$ cat config.mk
export PLATFORM = sky130hd
export DESIGN_NAME = jt49_eg_ctrl
export DESIGN_NICKNAME = d
export VERILOG_FILES = /design/src/rtl/jt49_eg_ctrl.sv
export SDC_FILE = /design/constraint.sdc
export NUM_CORES = 1
export LEC_CHECK = 0
export CORE_MARGIN = 5
export CORE_UTILIZATION = 50
export DETAILED_ROUTE_END_ITERATION = 6
export GPL_ROUTABILITY_DRIVEN = 0
export GPL_TIMING_DRIVEN = 1
export PLACE_DENSITY = 0.76
export SETUP_SLACK_MARGIN = 0.02
export SLEW_MARGIN = 20
export SYNTH_ARGS = -nofsm -noshare
export SYNTH_HDL_FRONTEND = slang
export SYNTH_SLANG_ARGS = --single-unit
export TNS_END_PERCENT = 100
$ cat constraint.sdc
create_clock -name clk -period 5.9 [get_ports clk]
set_input_delay 1.77 -clock clk [delete_from_list [all_inputs] [get_ports clk]]
set_output_delay 1.77 -clock clk [all_outputs]
set_load 0.005 [all_outputs]
$ cat src/rtl/jt49_eg_ctrl.sv
// ---------------------------------------------------------------------------
// jt49_eg_ctrl -- envelope sequencer for the PSG envelope generator.
//
// Holds the envelope period (R11 fine / R12 coarse) and shape (R13)
// registers. It produces the registered `step` and `restart` strobes that
// drive the envelope generator datapath. All envelope timing advances only
// on cycles where cen=1. Register writes take effect on any clk edge.
//
// Ports:
//   clk     in   core clock
//   rst     in   synchronous reset, active-high
//   cen     in   clock enable for all envelope timing
//   wr      in   register write strobe (one clk, not gated by cen)
//   addr    in   [3:0] register address (0xB, 0xC, 0xD are decoded)
//   din     in   [7:0] write data
//   step    out  envelope step request, high for one cen interval
//   restart out  envelope restart request, high for one cen interval
//   ctrl    out  [3:0] envelope shape {CONT, ATT, ALT, HOLD}
//   period  out  [15:0] current envelope period {R12, R11}
// ---------------------------------------------------------------------------
module jt49_eg_ctrl #(
  parameter int DIV = 8,   // cen pulses per period unit, 2..256
  parameter int CW  = 16   // period counter width, >= 16
) (
  input  logic        clk,
  input  logic        rst,
  input  logic        cen,
  input  logic        wr,
  input  logic [3:0]  addr,
  input  logic [7:0]  din,
  output logic        step,
  output logic        restart,
  output logic [3:0]  ctrl,
  output logic [15:0] period
);

  localparam int            PW         = $clog2(DIV);
  localparam logic [PW-1:0] PRESC_LAST = PW'(DIV - 1);

  logic [15:0]   period_q, period_d;
  logic [3:0]    ctrl_q, ctrl_d;
  logic          pend_q, pend_d;
  logic [PW-1:0] presc_q, presc_d;
  logic [CW-1:0] cnt_q, cnt_d;
  logic          step_q, step_d;
  logic          restart_q, restart_d;

  logic [15:0]   eff_period_s;
  logic [CW-1:0] cnt_inc_s;
  logic          shape_wr_s;

  // Period 0 behaves like period 1; incremented count used for the compare.
  always_comb begin
    if (period_q == 16'd0) begin
      eff_period_s = 16'd1;
    end else begin
      eff_period_s = period_q;
    end
    cnt_inc_s  = cnt_q + CW'(1);
    shape_wr_s = wr && (addr == 4'hD);
  end

  // Next-state logic: register writes, restart delivery and stepping.
  always_comb begin
    period_d  = period_q;
    ctrl_d    = ctrl_q;
    pend_d    = pend_q;
    presc_d   = presc_q;
    cnt_d     = cnt_q;
    step_d    = step_q;
    restart_d = restart_q;

    if (cen) begin
      if (pend_q) begin
        // Restart wins; any step that would have fired here is dropped.
        restart_d = 1'b1;
        step_d    = 1'b0;
        pend_d    = 1'b0;
        presc_d   = '0;
        cnt_d     = '0;
      end else begin
        restart_d = 1'b0;
        if (presc_q == PRESC_LAST) begin
          presc_d = '0;
          // >= (not ==) so a period lowered below the current count
          // still fires at the next wrap instead of running away.
          if (cnt_inc_s >= CW'(eff_period_s)) begin
            cnt_d  = '0;
            step_d = 1'b1;
          end else begin
            cnt_d  = cnt_inc_s;
            step_d = 1'b0;
          end
        end else begin
          presc_d = presc_q + PW'(1);
          step_d  = 1'b0;
        end
      end
    end else begin
      step_d    = step_q;
      restart_d = restart_q;
    end

    // A shape write on a delivery edge re-arms pend for the next cen.
    if (wr) begin
      case (addr)
        4'hB: period_d[7:0]  = din;
        4'hC: period_d[15:8] = din;
        4'hD: ctrl_d         = din[3:0];
        default: period_d    = period_d;
      endcase
    end else begin
      period_d = period_d;
    end

    if (shape_wr_s) begin
      pend_d = 1'b1;
    end else begin
      pend_d = pend_d;
    end
  end

  // State registers with synchronous reset.
  always_ff @(posedge clk) begin
    if (rst) begin
      period_q  <= 16'd0;
      ctrl_q    <= 4'd0;
      pend_q    <= 1'b0;
      presc_q   <= '0;
      cnt_q     <= '0;
      step_q    <= 1'b0;
      restart_q <= 1'b0;
    end else begin
      period_q  <= period_d;
      ctrl_q    <= ctrl_d;
      pend_q    <= pend_d;
      presc_q   <= presc_d;
      cnt_q     <= cnt_d;
      step_q    <= step_d;
      restart_q <= restart_d;
    end
  end

  assign step    = step_q;
  assign restart = restart_q;
  assign ctrl    = ctrl_q;
  assign period  = period_q;

endmodule

==> summary.md <==
Derived from the worst setup path, the maximum achievable clock frequency is 0.2711 GHz. The final standard cell count with taps included and fillers excluded came out at 325. The number of sinks on the clock net was 42.

Synthesis handed over a netlist of 237 instances. The number of clock buffers added by TritonCTS is 5. By instance count, the leading cell after synthesis is sky130_fd_sc_hd__dfxtp_1. Net load switching power: 0.1155 mW. For this run, asynchronously set or reset flops after synthesis account for 0%. The run gives 2231 µm² as the netlist area before placement. For the share of total power in combinational logic, the log shows 7.8%.

The mean number of vias per cell was 5.526. The worst clock skew on the final layout is 2.997 ps. The count of nets left with antenna violations once routing finished came out at 0.

In this run the worst hold path is classified as reg -> reg. The register bit total from synthesis was 42; the final global-route overflow total was 0. The worst hold path was traced through 2 stages.

The run gives 15.96% as the total global routing track utilization. By area the synthesized netlist is led by sky130_fd_sc_hd__dfxtp_1, sky130_fd_sc_hd__ha_1, sky130_fd_sc_hd__mux2i_1. met2 is the most crowded layer. Required time at the worst-slack endpoint: 6130 ps.

The area share of the largest cell type after synthesis was 37.69%; the share of cells above drive strength 1 was 11.36%. The largest single stage delay on the critical path is 1040 ps. In this run, synthesis inferred 0 flip-flops with an integrated enable. The number of hold buffers added after CTS was 0. The core region is 4354 µm². Most frequently used flop master after synthesis: sky130_fd_sc_hd__dfxtp_1.

The sequential area share after synthesis is 37.69%, and the depth of the worst register-to-register path is 10. The first global-routing pass estimated 7824 µm of wire. Count of final max-slew check failures: 0. The floorplan step set the die height to 76.80 µm.

The relative contribution of the clock network to total power was 36.4%; the transition time at the pin with the least slew margin was 1064 ps. The tools report the number of antenna diodes as 0. The via count of the first global-routing pass was 1,704. In this run the deepest clock path goes through 2 buffers. The floorplan die width was 76.80 µm; the initial antenna violation count was 0.

In this run the worst path has a maximum fanout of 28. Synthesis produced a netlist with a net count of 272. The tools report the number of warning messages in the yosys log as 0. The run finished with clean final reports.

Across the whole layout, storage elements account for 840.8 µm². The setup path with the least slack is of type in -> reg. In the global route stage, met1 resource usage came out at 21.26%. After detailed routing, the number of remaining DRC violations is 0.

Nature of the critical path endpoint: a register. The number of setup buffers added after CTS is 0. The final layout contains routed wiring with a total length of 4685 µm. Detailed routing inserted a total of 1,796 vias. Clock latency on the worst-skew pair, taken at its later pin, is 290 ps. The count of placed standard cells including taps is 316, and the worst max-slew margin expressed relative to the limit is 28.83%. The largest area contributor in the synthesized netlist was sky130_fd_sc_hd__dfxtp_1. In this run the static leakage power is 1.156 nW. Internal power comes to 0.4030 mW. The floorplan has 24 rows. Averaged over all synthesized cells, the footprint is 9.413 µm².

The worst-case IR drop observed on VDD is 127.3 µV. Setup repair after global routing left no endpoint under its margin. Summing all multi-input logic gate instances after layout gives 1274 µm². Once the floorplan was initialized, standard cells occupied 51.24% of the core.

For this block, the initial DRC count from the detailed router was 134. STA classifies the critical path startpoint as a primary input. The cell area power density is 191.4 nW/µm², and the largest net degree at the start of global routing is 29. TritonCTS built the clock tree.

During I/O placement, the number of pins put on the boundary was 38. The logs give 4 for the length of the first detailed-routing pass in iterations and 0 for the total count of hold-check failures in the final report. The total die area is 5897 µm², and the number of instances resized during post-cts repair is 0.

The tools report the total number of H-tree levels as 2. CTS placed an instance of sky130_fd_sc_hd__clkbuf_8 at the clock tree root. Across the run, the number of max-cap violations was 0. Dividing the detail-routed wire length by the instance count gives 14.42 µm. Net switching is 22.27% of the power.

The arrival time at the worst endpoint was 3920 ps. The sequential power share was 55.8%. Traced cell by cell, the critical path runs through clkdlybuf4s50_1, nor2_1, a32o_2.

After the last flow step, the layout net total stands at 307. For this run, global-route usage on met2 was measured as 24.36%. By count the netlist is led by sky130_fd_sc_hd__dfxtp_1, sky130_fd_sc_hd__nor2_1, sky130_fd_sc_hd__ha_1. For the final routed database, the setup TNS stands at 0 ps. The half-perimeter wire length after detailed placement came out at 3548 µm. The final period utilization is 62.53%. The number of buffers added on ports came out at 37.

The global-route met3 utilization was 5.504%. The layout has 361 filler cells. The area growth from synthesis to layout is 21.42%. The routed design could run at a clock period as short as 3689 ps. The netlist uses 37 different library cells. The clock edge transition at the registers on the reported setup and hold paths works out to 80 ps. The slowest stage of the critical path belongs to the cell sky130_fd_sc_hd__nor2_1. The number of setup violations in the final report was 0.
[cell usage in the layout (no fill, tap or decap), types with 3 or more instances in the layout]
cell	synthesis	final
sky130_fd_sc_hd__mux2i_1	17	17
sky130_fd_sc_hd__clkdlybuf4s50_1	0	37
sky130_fd_sc_hd__a32o_2	15	15
sky130_fd_sc_hd__nor3_1	4	4
sky130_fd_sc_hd__xor2_1	5	5
sky130_fd_sc_hd__nor2b_1	3	3
sky130_fd_sc_hd__clkbuf_8	0	6
sky130_fd_sc_hd__xnor2_1	10	10
sky130_fd_sc_hd__nor2_1	24	24
sky130_fd_sc_hd__nand2_1	12	12
sky130_fd_sc_hd__nand4_1	4	4
sky130_fd_sc_hd__nor4_1	3	3
sky130_fd_sc_hd__a21oi_1	12	12
sky130_fd_sc_hd__and4_1	5	5
sky130_fd_sc_hd__inv_1	16	16
sky130_fd_sc_hd__dfxtp_1	42	42
sky130_fd_sc_hd__ha_1	19	19
sky130_fd_sc_hd__nand3_1	16	16
[power by group through the flow]
stage	sequential, mW	clock, mW	combinational [mW]
after floorplan	0.295	0	0.0216
after global placement	0.296	0	0.0404
after detailed placement	0.296	0	0.0410
after CTS	0.289	0.191	0.0411
after global routing	0.290	0.202	0.0448
final	0.289	0.189	0.0407
[cell type report]
type / instances / area share (%)
Inverter: 16 / 2.217
Clock inverter: 1 / 0.1848
Timing Repair Buffer: 38 / 13.95
Tap cell: 52 / 2.402
Multi-Input combinational cell: 169 / 47.02
Clock buffer: 7 / 3.187
Sequential cell: 42 / 31.04
[per-layer routing]
metal	share of wire [%]	vias up
li1	-	926
met1	48	819
met2	44	47
met3	6.8	4
met4	1.2	0
met5	0	-
[worst max-delay path, delay by kind of cell]
kind | cells | cell delay, ps
AOI/OAI and AO/OA | 1 | 220
buffers and inverters | 1 | 880
and+or+nand+nor | 1 | 1040
[state kept, by name (all words and copies together) (netlist names)]
register and flops:
ctrl 4, restart 1, cnt_q 16, pend_q 1, period 16, step 1, presc_q 3
[logic make-up (layout without fill, tap and decap cells)]
kind of cell / count (synthesis) / after routing / synth area share (%)
compound gates: 36 / 36 / 13.46
mux: 17 / 17 / 7.627
xor+xnor: 15 / 15 / 5.889
simple gates: 82 / 82 / 19.46
fa+ha+maj: 19 / 19 / 10.66
flops: 42 / 42 / 37.69
buf+inv: 26 / 62 / 5.216
[final timing paths]
check	start	end	slack [ps]
setup reg to reg	cnt_q[0]$_SDFFE_PP0P_	cnt_q[15]$_SDFFE_PP0P_	2720
setup / recovery	rst	cnt_q[15]$_SDFFE_PP0P_	2210
hold / removal	ctrl[3]$_SDFFE_PP0P_	ctrl[3]$_SDFFE_PP0P_	460
hold reg to reg	ctrl[3]$_SDFFE_PP0P_	ctrl[3]$_SDFFE_PP0P_	460
[stage by stage]
stage               hold WS [ps]  total power, mW  setup WS (ps)  utilization [%]  area, µm²
floorplan                  452.7           0.3170           2829                -       2231
global placement           450.3           0.3363           1963            59.94       2610
detailed placement         451.9           0.3369           1920            59.94       2610
CTS                        465.5           0.5217           2230            62.04       2701
global route               484.2           0.5365           2061            62.21       2709
finish                     464.4           0.5185           2211            62.21       2709
Note: power is estimated with default switching activity, not from simulation.
